## src/rtl/fault_monitor_pkg.sv

```systemverilog
// Shared types for the fault safety monitor: FSM state and violation cause codes.
package fault_monitor_pkg;

    typedef enum logic [1:0] {
        IDLE       = 2'd0,
        RECOVERING = 2'd1,
        TIMED_OUT  = 2'd2
    } mon_state_t;

    typedef enum logic [2:0] {
        CAUSE_NONE     = 3'd0,
        CAUSE_WRITE    = 3'd1,
        CAUSE_TIMEOUT  = 3'd2,
        CAUSE_EARLY    = 3'd3,
        CAUSE_SPURIOUS = 3'd4
    } viol_cause_t;

endpackage

```

## src/rtl/recovery_window_fsm.sv

```systemverilog
// Tracks each recover_cpu pulse and checks that resume_cpu lands inside
// [MIN_RESUME, RESUME_TIMEOUT] cycles after it. Event strobes are
// combinational so the top can register them in the same cycle.
module recovery_window_fsm
    import fault_monitor_pkg::*;
#(
    parameter int unsigned MIN_RESUME     = 1,
    parameter int unsigned RESUME_TIMEOUT = 10
) (
    input  logic       clk,
    input  logic       reset,
    input  logic       recover_cpu,
    input  logic       resume_cpu,
    output logic       ev_timeout_c,
    output logic       ev_early_c,
    output logic       ev_spurious_c,
    output logic [1:0] mon_state
);

    localparam int unsigned TW = $clog2(RESUME_TIMEOUT + 1);
    localparam logic [TW-1:0] MIN_T = TW'(MIN_RESUME);
    localparam logic [TW-1:0] MAX_T = TW'(RESUME_TIMEOUT);

    mon_state_t    state;
    logic [TW-1:0] timer;

    assign mon_state = state;

    // State and timer; timer counts cycles since the latest recover pulse.
    always_ff @(posedge clk) begin
        if (reset) begin
            state <= IDLE;
            timer <= '0;
        end else begin
            case (state)
                IDLE: begin
                    if (recover_cpu && !resume_cpu) begin
                        state <= RECOVERING;
                        timer <= TW'(1);
                    end
                end
                RECOVERING: begin
                    if (recover_cpu) begin
                        timer <= TW'(1);
                    end else if (resume_cpu) begin
                        state <= IDLE;
                        timer <= '0;
                    end else if (timer == MAX_T) begin
                        state <= TIMED_OUT;
                        timer <= '0;
                    end else begin
                        timer <= timer + TW'(1);
                    end
                end
                TIMED_OUT: begin
                    if (resume_cpu) begin
                        state <= IDLE;
                    end else if (recover_cpu) begin
                        state <= RECOVERING;
                        timer <= TW'(1);
                    end
                end
                default: begin
                    state <= IDLE;
                    timer <= '0;
                end
            endcase
        end
    end

    // Violation strobes decoded from the current state, timer and pulses.
    always_comb begin
        ev_timeout_c  = 1'b0;
        ev_early_c    = 1'b0;
        ev_spurious_c = 1'b0;
        case (state)
            IDLE: begin
                ev_early_c    = recover_cpu && resume_cpu;
                ev_spurious_c = resume_cpu && !recover_cpu;
            end
            RECOVERING: begin
                ev_early_c   = !recover_cpu && resume_cpu && (timer < MIN_T);
                ev_timeout_c = !recover_cpu && !resume_cpu && (timer == MAX_T);
            end
            default: ;
        endcase
    end

endmodule

```

## src/rtl/fault_safety_monitor.sv

```systemverilog
// Run-time safety monitor: write-during-safe-mode check plus recovery window
// check, reported as sticky flags, saturating counter, alarm and first cause.
module fault_safety_monitor
    import fault_monitor_pkg::*;
#(
    parameter int unsigned NUM_WR_CH      = 3,
    parameter int unsigned MIN_RESUME     = 1,
    parameter int unsigned RESUME_TIMEOUT = 10,
    parameter int unsigned CNT_W          = 8
) (
    input  logic                 clk,
    input  logic                 reset,
    input  logic                 safe_mode,
    input  logic [NUM_WR_CH-1:0] wr_en,
    input  logic                 recover_cpu,
    input  logic                 resume_cpu,
    input  logic                 clear_flags,
    output logic [NUM_WR_CH-1:0] viol_write,
    output logic                 viol_timeout,
    output logic                 viol_early,
    output logic                 viol_spurious,
    output logic [CNT_W-1:0]     viol_count,
    output logic                 alarm,
    output logic [2:0]           first_cause,
    output logic [1:0]           mon_state
);

    // Reject parameter sets that make the resume window meaningless.
    generate
        if (MIN_RESUME < 1 || RESUME_TIMEOUT < MIN_RESUME || NUM_WR_CH < 1 || CNT_W < 1) begin : g_bad_params
            $error("fault_safety_monitor: illegal parameters");
        end
    endgenerate

    localparam logic [CNT_W-1:0] CNT_MAX = '1;

    logic                 ev_timeout_c;
    logic                 ev_early_c;
    logic                 ev_spurious_c;
    logic [NUM_WR_CH-1:0] wr_hit_c;
    logic                 ev_write_c;
    logic                 any_ev_c;
    viol_cause_t          cause_c;

    recovery_window_fsm #(
        .MIN_RESUME    (MIN_RESUME),
        .RESUME_TIMEOUT(RESUME_TIMEOUT)
    ) u_fsm (
        .clk          (clk),
        .reset        (reset),
        .recover_cpu  (recover_cpu),
        .resume_cpu   (resume_cpu),
        .ev_timeout_c (ev_timeout_c),
        .ev_early_c   (ev_early_c),
        .ev_spurious_c(ev_spurious_c),
        .mon_state    (mon_state)
    );

    // Per-cycle event decode with write > timeout > early > spurious priority.
    always_comb begin
        wr_hit_c   = safe_mode ? wr_en : '0;
        ev_write_c = |wr_hit_c;
        any_ev_c   = ev_write_c || ev_timeout_c || ev_early_c || ev_spurious_c;
        cause_c    = CAUSE_NONE;
        if (ev_write_c)         cause_c = CAUSE_WRITE;
        else if (ev_timeout_c)  cause_c = CAUSE_TIMEOUT;
        else if (ev_early_c)    cause_c = CAUSE_EARLY;
        else if (ev_spurious_c) cause_c = CAUSE_SPURIOUS;
    end

    // Sticky flags, counter and first cause; a same-cycle event beats clear.
    always_ff @(posedge clk) begin
        if (reset) begin
            viol_write    <= '0;
            viol_timeout  <= 1'b0;
            viol_early    <= 1'b0;
            viol_spurious <= 1'b0;
            viol_count    <= '0;
            alarm         <= 1'b0;
            first_cause   <= 3'd0;
        end else begin
            alarm <= any_ev_c;
            if (clear_flags) begin
                viol_write    <= wr_hit_c;
                viol_timeout  <= ev_timeout_c;
                viol_early    <= ev_early_c;
                viol_spurious <= ev_spurious_c;
                viol_count    <= any_ev_c ? CNT_W'(1) : '0;
                first_cause   <= 3'(cause_c);
            end else begin
                viol_write    <= viol_write | wr_hit_c;
                viol_timeout  <= viol_timeout | ev_timeout_c;
                viol_early    <= viol_early | ev_early_c;
                viol_spurious <= viol_spurious | ev_spurious_c;
                if (any_ev_c && viol_count != CNT_MAX) begin
                    viol_count <= viol_count + CNT_W'(1);
                end
                if (first_cause == 3'd0) begin
                    first_cause <= 3'(cause_c);
                end
            end
        end
    end

endmodule

```

## config.mk

```make
export PLATFORM = sky130hd
export DESIGN_NAME = fault_safety_monitor
export DESIGN_NICKNAME = d
export VERILOG_FILES = /design/src/rtl/fault_monitor_pkg.sv /design/src/rtl/recovery_window_fsm.sv /design/src/rtl/fault_safety_monitor.sv
export SDC_FILE = /design/constraint.sdc
export NUM_CORES = 1
export LEC_CHECK = 0
export CAP_MARGIN = 20
export CORE_MARGIN = 1.5
export CORE_UTILIZATION = 37
export CTS_CLUSTER_DIAMETER = 50
export CTS_CLUSTER_SIZE = 12
export DETAILED_ROUTE_END_ITERATION = 10
export DONT_BUFFER_PORTS = 1
export PLACE_DENSITY_LB_ADDON = 0.12
export SLEW_MARGIN = 20
export SYNTH_ARGS = -nofsm -noshare
export SYNTH_HDL_FRONTEND = slang
export SYNTH_SLANG_ARGS = --single-unit
```

## constraint.sdc

```tcl
create_clock -name clk -period 4.25 [get_ports clk]
set_clock_uncertainty 0.1 [all_clocks]
set_input_delay 0.425 -clock clk [delete_from_list [all_inputs] [get_ports clk]]
set_output_delay 0.425 -clock clk [all_outputs]
set_load 0.005 [all_outputs]
```

### Word-level counts from Yosys, hierarchy flattened

Index checks and enable logic that the tools add are counted.

| word-level totals | value |
|---|---|
| output and inout bits | 20 |
| bits of input ports | 9 |
| flip-flop bits (word level) | 24 |

| cells by class | value |
|---|---|
| magnitude comparators | 1 |
| reductions and logical operators | 19 |
| bitwise logic cells | 4 |
| multiplexer cells | 31 |
| add/subtract/negate cells | 2 |
| equality and inequality tests | 10 |

Operators by type and width:

| cell | number |
|---|---|
| 3-bit two-way mux | 8 |
| 4-bit two-way mux | 6 |
| 8-bit two-way mux | 2 |
| 2-bit two-way mux | 6 |
| 4-bit one-hot mux with 3 select lines | 1 |
| 8-bit by 1-bit adder with 8-bit output (second input constant) | 1 |
| 8-bit != test (second input constant) | 1 |
| 1-bit logical AND | 7 |
| 1-bit two-way mux | 6 |
| 2-bit != test (second input constant) | 3 |
| 2-bit one-hot mux with 3 select lines | 1 |
| 4-bit by 1-bit adder with 4-bit output (second input constant) | 1 |
| 4-bit == test (second input constant) | 1 |
| 4-bit by 1-bit < comparator with 1-bit output (second input constant) | 1 |
| 4-bit AND reduction | 1 |
| 2-bit nonzero test | 2 |
| 3-bit zero test | 1 |
| 1-bit logical OR | 3 |
| 3-bit by 2-bit != test with 1-bit output (second input constant) | 1 |
| 3-bit != test (second input constant) | 1 |
| 1-bit bitwise OR | 3 |
| 3-bit bitwise OR | 1 |
| 3-bit AND reduction | 1 |
| 3-bit OR reduction | 1 |
| 6 further kinds | 7 |

### Depth between registers and ports, before layout

Gate-level depths: netlist of run 1.

| depth | value |
|---|---|
| depth after elaboration | 10 |
| mapped depth | 6 |

### Hierarchy

Synthesis of run 1 repeated with hierarchy kept, for this count alone.

| unflattened totals | value |
|---|---|
| cells, all modules | 136 |
| area, all modules | 1211.2 um^2 |

By module, submodules not included:

| module | area an instance (um^2) | cells an instance | instances |
|---|---|---|---|
| fault_safety_monitor | 778.2 | 87 | 1 |
| recovery_window_fsm | 432.9 | 49 | 1 |

### Worst setup path before layout of run 1

Ideal clock, no wire load.

| timing | value |
|---|---|
| kind | in2reg |
| start | in resume_cpu |
| end | reg viol_count[5] |
| arrival time | 1570 ps |
| data required time | 4034 ps |
| stages | 6 |
| path slack | 2464 ps |
| library setup time | 116 ps |
| cell sequence | buf_6 -> nor4b_4 -> a221oi_4 -> a21oi_2 -> a31oi_1 -> a41o_1 |

| between the ends | value |
|---|---|
| cells in the longest elaborated chain, start to end | 9 |
| elaborated cells between the ends (all ways) | 14 |
| classes of those cells | mux (3); reduce/logical (11) |

Ends and longest elaborated chain:

| element | RTL line | RTL |
|---|---|---|
| from (decl) | fault_safety_monitor.sv:16 | `input logic resume_cpu,` |
| 1-bit zero test | recovery_window_fsm.sv:83 | `ev_timeout_c = !recover_cpu && !resume_cpu && (timer == MAX_T);` |
| 1-bit logical AND (2 in a row) | recovery_window_fsm.sv:83 |  |
| 1-bit two-way mux | recovery_window_fsm.sv:76 | `case (state)` |
| 1-bit logical OR (2 in a row) | fault_safety_monitor.sv:63 | `any_ev_c = ev_write_c \|\| ev_timeout_c \|\| ev_early_c \|\| ev_spurious_c;` |
| 1-bit logical OR (*) | fault_safety_monitor.sv:63 |  |
| 1-bit logical AND (*) | fault_safety_monitor.sv:95 | `if (any_ev_c && viol_count != CNT_MAX) begin` |
| 2-bit nonzero test (no line) (*) | n/a |  |
| to (signal assigned) | fault_safety_monitor.sv:88 | `viol_count <= any_ev_c ? CNT_W'(1) : '0;` |
| to (signal assigned) | fault_safety_monitor.sv:96 | `viol_count <= viol_count + CNT_W'(1);` |
| to (decl) | fault_safety_monitor.sv:22 | `output logic [CNT_W-1:0] viol_count,` |

Mark *: on every way between the ends. The rest lies on a longest branch, timed or not.
A chain may end at the register's enable or synchronous reset.

### Final worst setup path of run 1

| timing | value |
|---|---|
| start | reg u_fsm.state[0] (netlist: u_fsm.mon_state[0]) |
| end | reg viol_count[5] |

| between the ends | value |
|---|---|
| cells in the longest elaborated chain, start to end | 7 |
| elaborated cells between the ends (all ways) | 10 |
| classes of those cells | eq/ne (1); mux (3); reduce/logical (6) |

Ends and longest elaborated chain:

| element | RTL line | RTL |
|---|---|---|
| from (decl) | recovery_window_fsm.sv:24 | `mon_state_t state;` |
| from (signal assigned) | recovery_window_fsm.sv:32 | `state <= IDLE;` |
| from (signal assigned) | recovery_window_fsm.sv:38 | `state <= RECOVERING;` |
| from (signal assigned) | recovery_window_fsm.sv:46 | `state <= IDLE;` |
| 2-bit by 1-bit == test with 1-bit output | recovery_window_fsm.sv:76 |  |
| 1-bit two-way mux | recovery_window_fsm.sv:76 |  |
| 1-bit logical OR (2 in a row) | fault_safety_monitor.sv:63 |  |
| 1-bit logical OR (*) | fault_safety_monitor.sv:63 |  |
| 1-bit logical AND (*) | fault_safety_monitor.sv:95 |  |
| 2-bit nonzero test (no line) (*) | n/a |  |

Marked as above.

==> metrics, run 1 <==
hold_ws about 46 ps; Synth Area per Inst ~8.9 sq um; top cells by area, synth dfxtp_1 (38%), nor2_1 (6.2%), nand2_1 (4.4%), a21oi_1 (4.0%), xnor2_1 (2.8%); logic gate share of total power a little under a tenth; synth unique cells 46; vias per cell between 5 and 6; core box area roughly 0.0033 sq mm; leakage power between 0.4 and 0.5 nW; final WL between 2 and 3 mm; fin crit period around 2000 ps; syn_nets ~150; vias in the first global route about 900; global-route usage over all layers 15.0%; setup violators final 0; clock network fraction of design power a little under two fifths; Initial Util 38.2%; placed inst area approximately 0.0013 sq mm; Critical Path RT 4380 ps; post-route ant nets 0; CP max FO 14; fin crit share 46.4%; gr ovfl total 0; cell taking the most area after synthesis dfxtp_1; part of the power in registers 53.6%; share of post-route cells with drive strength above 1 16.5%; slew margin rel. 69.1%; status finished clean; CP Capture Type register; setup_tns 0 ps; die width just over 60 um; Worst-Skew Late Latency 320 ps; io pins 29; Reg area a little under 500 sq um; Design Area, Final 0.00133 sq mm; pre-CTS setup slack between 2000 and 2500 ps; fraction of registers with async set/reset 0%; Clock transition at path regs between 100 and 150 ps; Syn Inst Count approximately 140; post-synthesis sequential area ratio a little under two fifths; Layout area overhead 5.04%; 1st-pass router iterations 4; first-pass GRT wire length approximately 4.3 mm; Synth Flop Type dfxtp_1; final hold violation count 0; vias around 1k; Post-synth EDFFs 0; Data arrival, critical path 2110 ps; # port buffers 0; Worst-Margin Slew 461 ps; clk root buf clkbuf_4; CTS Sinks 24; critical path class register to register; cell internal pwr around 0.00035 W; RSZ-0062 raised after global routing false; Finished Core Util between 40% and 50%; largest net degree at the start of global routing 19; hpwl dp ~1.9 mm; gp weighted congestion a little over 0.7; # resized after CTS 0; DRC viols 0; setup ws final roughly 2300 ps; PD cells roughly 340 mW/mm^2; Max-cap violations 0; Switch Pwr 0.000109 W; Slew Limit Fails 0; H-tree depth 1; Avg WL per Cell roughly 14 um; Peak Freq a little over 500 MHz; fillers roughly 350; Rows 21; Initial DRC Count 24; layout net count 150; post-CTS setup buffer count 0; HP Class input port to register; Ys Warns 0; post-synth top area share a little under two fifths; area of the multi-input gates 728 sq um; FF+latch count, synth 24; critical path launch point type register; initial antenna violation count 0; CTS tree done; VDD IR max roughly 110 uV; Inserted Diodes 0; quantity of hold-fixing buffers added after cts 0; area of the mapped netlist between 0.001 and 0.0015 sq mm; Inserted Clock Buffers 3; deepest clock path buffer count 2; DIE HEIGHT 61.5 um; sw frac about a quarter; Die Area around 0.0038 sq mm
==> layout make-up <==
class                           instances  area share, %
Multi-Input combinational cell        108           54.8
Sequential cell                        24           36.1
Tap cell                               46           4.33
Clock inverter                          1           2.26
Clock buffer                            3           1.69
Inverter                                3          0.847
==> state kept, by name, indices dropped and copies added (netlist names) <==
name / cells
u_fsm.timer: 4
viol_write: 3
alarm: 1
u_fsm.mon_state: 2
viol_count: 8
viol_timeout: 1
viol_early: 1
first_cause: 3
viol_spurious: 1
==> kinds of logic (layout without fill, tap and decap cells) <==
family,Yosys count,in the layout,share of synthesized area [%]
and+or+nand+nor,62,62,28.2
AOI/OAI and AO/OA,39,39,23.8
DFF,24,24,37.9
buffers and inverters,10,7,4.55
xor gates and xnor gates,4,4,2.77
muxes,2,2,1.78
adders and majority gates,1,1,0.988
==> metal layers <==
layer | part of all wire [%] | global-route usage (%) | routed length, um | vias to the layer above
li1 | - | - | - | 510
met4 | 0.72 | 6.38 | 19 | 0
met3 | 5.4 | 3.57 | 141 | 2
met2 | 49 | 25.3 | 1300 | 28
met5 | 0 | 0 | 0 | -
met1 | 44 | 18.2 | 1170 | 482
==> synth_stat cells, types with 2 or more instances <==
cell type,number
nor3_1,4
a21oi_1,10
xnor2_1,4
a211oi_1,2
nor2_1,21
dfxtp_1,24
inv_1,3
a21oi_2,3
a211oi_2,2
a31oi_1,3
nand3_1,5
o21ai_0,4
buf_6,2
nor2b_1,2
a22oi_1,4
nand2_1,15
clkbuf_1,2
mux2_2,2
o21bai_1,2
and4bb_2,2
==> through the flow <==
| step | cells | total power (W) |
|---|---|---|
| 2_1_floorplan | 142 | 0.000289 |
| 3_3_place_gp | 181 | 0.000292 |
| 3_5_place_dp | 181 | 0.000292 |
| 4_1_cts | 185 | 0.000466 |
| 5_1_grt | 185 | 0.000479 |
| 6_report | 185 | 0.000457 |
==> power by group through the flow <==
stage	sequential (W)	combinational [W]	clock, W
floorplan	0.000245	0.0000444	0
global route	0.000247	0.0000478	0.000184
detailed placement	0.000250	0.0000423	0
CTS	0.000245	0.0000426	0.000178
finish	0.000245	0.0000420	0.000170
global placement	0.000250	0.0000422	0
==> cell usage in the layout, fill, tap and decap left out, types with 2 or more instances in the layout <==
master and instances:
dfxtp_1 24, nor2_1 21, nand2_1 15, a21oi_1 10, nand3_1 5, xnor2_1 4
o21ai_0 4, nor3_1 4, a22oi_1 4, a21oi_2 3, a31oi_1 3, inv_1 3
clkbuf_4 3, and4bb_2 2, nor2b_1 2, a211oi_2 2, a211oi_1 2, o21bai_1 2
mux2_2 2
==> final timing paths <==
path	startpoint	slack (ps)	to	depth (start not counted)
worst max-delay path	u_fsm.mon_state[0]	2280	viol_count[5]	5
worst min-delay path	reset	50	viol_count[0]	1
worst max register to register	u_fsm.mon_state[0]	2280	viol_count[5]	5
worst min register to register	viol_spurious	390	viol_spurious	2
==> critical path: stages (launching register included) <==
cell and delay, ps:
dfxtp_1 610, nor4b_4 450, a221oi_4 180, a21oi_2 230, a31oi_1 110, a41o_1 210
Power figures use the tool's default switching activity.
==> run 2: changes to the inputs <==
Settings changed: ABC_AREA set to 1.
Clock period 4.25 ns to 1.7 ns, I/O delays scaled along.
==> metrics, run 2 <==
Post-synth EDFFs 0 (unchanged); gr ovfl total 0 (unchanged); Bufs and invs on worst path 1 (+1); Most flops, register viol_count; most common cell in the synthesized netlist nand2_1; DRC viols 0 (unchanged); Clock transition at path regs 130 ps (about the same); Initial Util 39.7% (+1.4 points); critical path class register to register; Slew Limit Fails 0 (unchanged); Regs by FF count viol_count: 8 flops, u_fsm.timer: 4 flops; vias per cell 4.89 (-12%); vias in the first global route 993 (+10%); die width 60.7 um (-1.3%); CP max FO 6 (-8); hpwl dp 1.91 mm (+0.31%); Worst-Skew Late Latency 320 ps (about the same); post-route ant nets 0 (unchanged); layout net count 200 (+33%); most frequent cells in the layout nand2_1 (42), inv_1 (20), dfxtp_1 (20); post-synthesis sequential area ratio 39.0% (+1.1 points); crit-path cells ha_1, nand2_1, inv_1, nand3_1, nor2_2, nand2_4, nand2_8, nand2_1, nand2_1, a21oi_2; # port buffers 0 (unchanged); commonest non-fill, non-tap cell in the layout nand2_1; top cells by count, synth nand2_1 (43), dfxtp_1 (24), inv_1 (20), nor2_1 (18), o21ai_0 (11); cell taking the most area after synthesis dfxtp_1; Critical-path top delay cell dfxtp_2; hold_ws 5.88 ps (-40.3 ps); synth unique cells 28 (-39%); FF+latch count, synth 24 (unchanged); top cells by area, synth dfxtp_1 (39%), nand2_1 (13%), inv_1 (6.1%), nor2_1 (5.5%), o21ai_0 (4.5%); DIE HEIGHT 60.7 um (-1.3%); Inserted Clock Buffers 3 (unchanged); post-CTS setup buffer count 0 (unchanged); Ys Warns 0 (unchanged); vias 1134 (+11%); Initial DRC Count 58 (+140%); area of the mapped netlist 0.00123 sq mm (-2.8%); setup violators final 0 (unchanged); CTS Sinks 24 (unchanged); Rows 20 (-4.8%); io pins 29 (unchanged); first-pass GRT wire length 4.46 mm (+4.5%); fin crit period 1560 ps (-409 ps); core box area 0.00310 sq mm (-6.3%); Synth Flop Type dfxtp_1; Die Area 0.00368 sq mm (-2.6%); fraction of registers with async set/reset 0% (unchanged); syn_nets 184 (+21%); share of post-route cells with drive strength above 1 20.2% (+3.7 points); initial antenna violation count 0 (unchanged); deepest clock path buffer count 2 (unchanged); VDD IR max 327 uV (+190%); CP Capture Type register; Data arrival, critical path 1670 ps (-440 ps); H-tree depth 1 (unchanged); final hold violation count 0 (unchanged); 1st-pass router iterations 4 (unchanged); leakage power 0.586 nW (+33%); largest net degree at the start of global routing 13 (-6); HP Class input port to register; global-route usage over all layers 16.3% (+1.3 points); cell mode on critical path nand2_1; final WL 2.71 mm (+2.8%); critical path launch point type register; gp weighted congestion 0.783 (+8.1%); post-synth top area share 39.0% (+1.1 points); Layout area overhead 17.3%; Max-cap violations 0 (unchanged); Critical Path RT 1800 ps (-2580 ps); clk root buf clkbuf_4; Syn Inst Count 174 (+23%); status finished clean; Worst-Margin Slew 473 ps (+12.3 ps); CTS tree done; Peak Freq 639 MHz (+26%); max FFs per register 8 (unchanged); PD cells 710 mW/mm^2 (+110%); Synth Area per Inst 7.08 sq um (-21%); fin crit share 92.0% (+46 points); setup_tns 0 ps (unchanged); Top delay family on crit path simple AND/OR/NAND/NOR gates; Inserted Diodes 0 (unchanged); Max stage delay on crit path 350 ps (-260 ps); slew margin rel. 68.3% (-0.81 points); Avg WL per Cell 11.7 um (-18%)
==> run 2: changes by cell type after synthesis, sizes merged, moves of 6 or more <==
cell / previous run / this run
inv: 3 / 25
nand2: 16 / 46
nand3: 5 / 11
o21ai: 4 / 14
==> run 2: worst register-to-register path, stage by stage, from the launching register on <==
cell and delay (ps):
dfxtp_2 350, ha_1 180, nand2_1 80, inv_1 70, nand3_1 100, nor2_2 190, nand2_4 120, nand2_8 100
nand2_1 50, nand2_1 70, a21oi_2 50
==> run 2: worst paths after layout <==
kind	start	endpoint	slack, ps	depth (start not counted)
setup reg to reg	viol_count[0]	viol_count[0]	140	10
hold reg to reg	viol_spurious	viol_spurious	400	2
hold / removal	clear_flags	viol_count[0]	6	4
setup / recovery	viol_count[0]	viol_count[0]	140	10
==> run 2: area by class of cell <==
cell class	count	area, sq um
well taps	44	55.1
inverters	26	98.8
multi-input cells	121	652
clock buffers	3	22.5
fillers	326	1660
repair buffers	14	130
flip-flops and latches	24	485
==> run 2: cell families after synthesis <==
kind of cell,share of synthesized area (%)
buffers and inverters,9.55
and+or+nand+nor,35.8
AOI/OAI and AO/OA,14.6
adders and majority gates,1.02
DFF,39.0
==> run 2: repair_timing <==
item	4_1_cts	5_1_grt
gates resized for setup	0	9
endpoints found under the hold margin	13	1
endpoints found under the setup margin	0	8
hold buffers	8	1
==> run 2: metrics by stage <==
stage	utilization, %	cell area, sq um	setup WS, ps	cells	power (W)
floorplan	-	1230	127	174	0.000723
global placement	42.1	1310	144	220	0.000745
detailed placement	42.1	1310	79.5	220	0.000748
CTS	45.4	1410	36.0	231	0.00102
global route	46.5	1440	-8.76	232	0.00108
finish	46.5	1440	136	232	0.00102
==> run 2: report_power, final <==
part	switching, W	internal, W
sequential	0.0000198	0.000586
clock	0.000176	0.0000830
combinational	0.0000947	0.0000652
==> run 2: metal layers <==
| metal | wire (um) | GRT usage [%] | up-vias |
|---|---|---|---|
| li1 | - | - | 591 |
| met1 | 1320 | 22.7 | 507 |
| met2 | 1200 | 23.8 | 31 |
| met3 | 149 | 4.69 | 5 |
| met4 | 43 | 6.52 | 0 |
| met5 | 0 | 0 | - |
==> run 3: changes to the inputs <==
Settings changed: PLACE_DENSITY_LB_ADDON 0.12 to not set.
==> metrics, run 3 (synthesized netlist as in run 2, its figures left out) <==
status finished clean; share of post-route cells with drive strength above 1 21.3% (+1.1 points); Inserted Clock Buffers 3 (unchanged); fin crit share 92.3% (+0.34 points); fin crit period 1570 ps (+5.79 ps); Layout area overhead 18.6%; Most flops, register viol_count; crit-path cells buf_4, nand2_1, nor2_1, nand2_1, nor3_1, nand3_1, o21ai_0, nor2_1; post-CTS setup buffer count 0 (unchanged); DIE HEIGHT 60.7 um (unchanged); Inserted Diodes 0 (unchanged); clock network fraction of design power 28.1% (+2.8 points); post-route ant nets 0 (unchanged); final hold violation count 0 (unchanged); Data arrival, critical path 1690 ps (+20 ps); hpwl dp 2.01 mm (+5.2%); HP Class input port to register; final WL 2.76 mm (+1.9%); Critical-path top delay cell dfxtp_2; Slew Limit Fails 0 (unchanged); Die Area 0.00368 sq mm (unchanged); clk root buf clkbuf_4; die width 60.7 um (unchanged); vias in the first global route 1063 (+7.0%); sw frac 26.8% (-1.6 points); Worst-Skew Late Latency 300 ps (-20 ps); setup violators final 0 (unchanged); vias 1155 (+1.9%); Critical Path RT 1820 ps (+20 ps); Switch Pwr 0.000285 W (-1.9%); most frequent cells in the layout nand2_1 (42), inv_1 (20), dfxtp_1 (20); largest net degree at the start of global routing 14 (+1); Regs by FF count viol_count: 8 flops, u_fsm.timer: 4 flops; io pins 29 (unchanged); Max stage delay on crit path 380 ps (+30 ps); cell internal pwr 0.000780 W (+6.3%); deepest clock path buffer count 2 (unchanged); Initial DRC Count 85 (+47%); H-tree depth 1 (unchanged); Finished Core Util 47.1% (+0.52 points); RSZ-0062 raised after global routing false; 1st-pass router iterations 4 (unchanged); Worst-Margin Slew 474 ps (+0.356 ps); Worst R2R Setup Slack 130 ps (about the same); Rows 20 (unchanged); commonest non-fill, non-tap cell in the layout nand2_1; critical path launch point type register; VDD IR max 305 uV (-6.6%); Avg WL per Cell 11.9 um (+1.9%); Peak Freq 637 MHz (-0.37%); setup_tns 0 ps (unchanged); layout net count 199 (-0.50%); Hold Path Depth 4 (unchanged); gr ovfl total 0 (unchanged); leakage power 0.583 nW (-0.55%); CTS tree done; CP max FO 4 (-2); core box area 0.00310 sq mm (unchanged); CP Capture Type register; PD cells 730 mW/mm^2 (+2.8%); Clock transition at path regs 130 ps (about the same); global-route usage over all layers 16.5% (+0.17 points); vias per cell 4.98 (+1.9%); Worst path depth 8 (-2); max FFs per register 8 (unchanged); logic gate share of total power 14.9% (-0.7 points); Bufs and invs on worst path 1 (unchanged); # port buffers 0 (unchanged); Max-cap violations 0 (unchanged); first-pass GRT wire length 4.60 mm (+3.3%); gp weighted congestion 0.877 (+12%); Top delay family on crit path simple AND/OR/NAND/NOR gates; part of the power in registers 56.9% (-2.2 points); Initial Util 39.7% (unchanged); Reg2Reg Depth 8 (-2); initial antenna violation count 0 (unchanged); slew margin rel. 68.3% (about the same); DRC viols 0 (unchanged); CTS Sinks 24 (unchanged); critical path class register to register
## run 3: area by class of cell
class | instances | area [sq um]
clock buffer | 4 | 36.3
tap | 44 | 55.1
sequential | 24 | 488
inverter | 26 | 98.8
multi-input combinational | 121 | 659
timing repair buffer | 13 | 123
fill | 321 | 1640
## run 3: power by group through the flow
stage / Clock (W) / Sequential (W) / Combinational [W]
detailed placement: 0 / 0.000617 / 0.000130
floorplan: 0 / 0.000616 / 0.000107
global placement: 0 / 0.000617 / 0.000127
CTS: 0.000318 / 0.000605 / 0.000153
finish: 0.000300 / 0.000607 / 0.000159
global route: 0.000345 / 0.000612 / 0.000179
## run 3: metal layers
| layer | wire length, um | GRT usage, % |
|---|---|---|
| met5 | 0 | 0 |
| met4 | 27 | 5.59 |
| met3 | 133 | 2.56 |
| met2 | 1250 | 26.4 |
| met1 | 1350 | 22.6 |
## run 3: path summary, 6_finish.rpt
| check | startpoint | to |
|---|---|---|
| max | viol_count[0] | viol_count[7] |
| min | resume_cpu | viol_spurious |
| max reg2reg | viol_count[0] | viol_count[7] |
| min reg2reg | viol_spurious | viol_spurious |
## run 3: worst reg2reg max path, cell delays in order, from the launching register on
cell     delay, ps
dfxtp_2        380
buf_4          140
nand2_1         50
nor2_1         180
nand2_1        120
nor3_1         170
nand3_1        130
o21ai_0        170
nor2_1          50
## run 3: stage by stage
step / setup slack, ps / power (W) / hold slack (ps) / cells / instance area, sq um
final: 130 / 0.00107 / 13.8 / 232 / 1460
after global routing: 21.8 / 0.00114 / 23.9 / 232 / 1460
after CTS: 26.8 / 0.00108 / 3.35 / 232 / 1430
after detailed placement: 30.9 / 0.000747 / 137 / 219 / 1300
after global placement: 125 / 0.000744 / 135 / 219 / 1300
after floorplan: 127 / 0.000723 / 148 / 174 / 1230
## run 3: repair_timing
action                                  in CTS  in global routing
resized for setup                            1                 12
endpoints found under the setup margin       1                 10
pin swaps                                    0                  3
hold endpoints to repair                    13                  2
hold buffers                                 9                  1
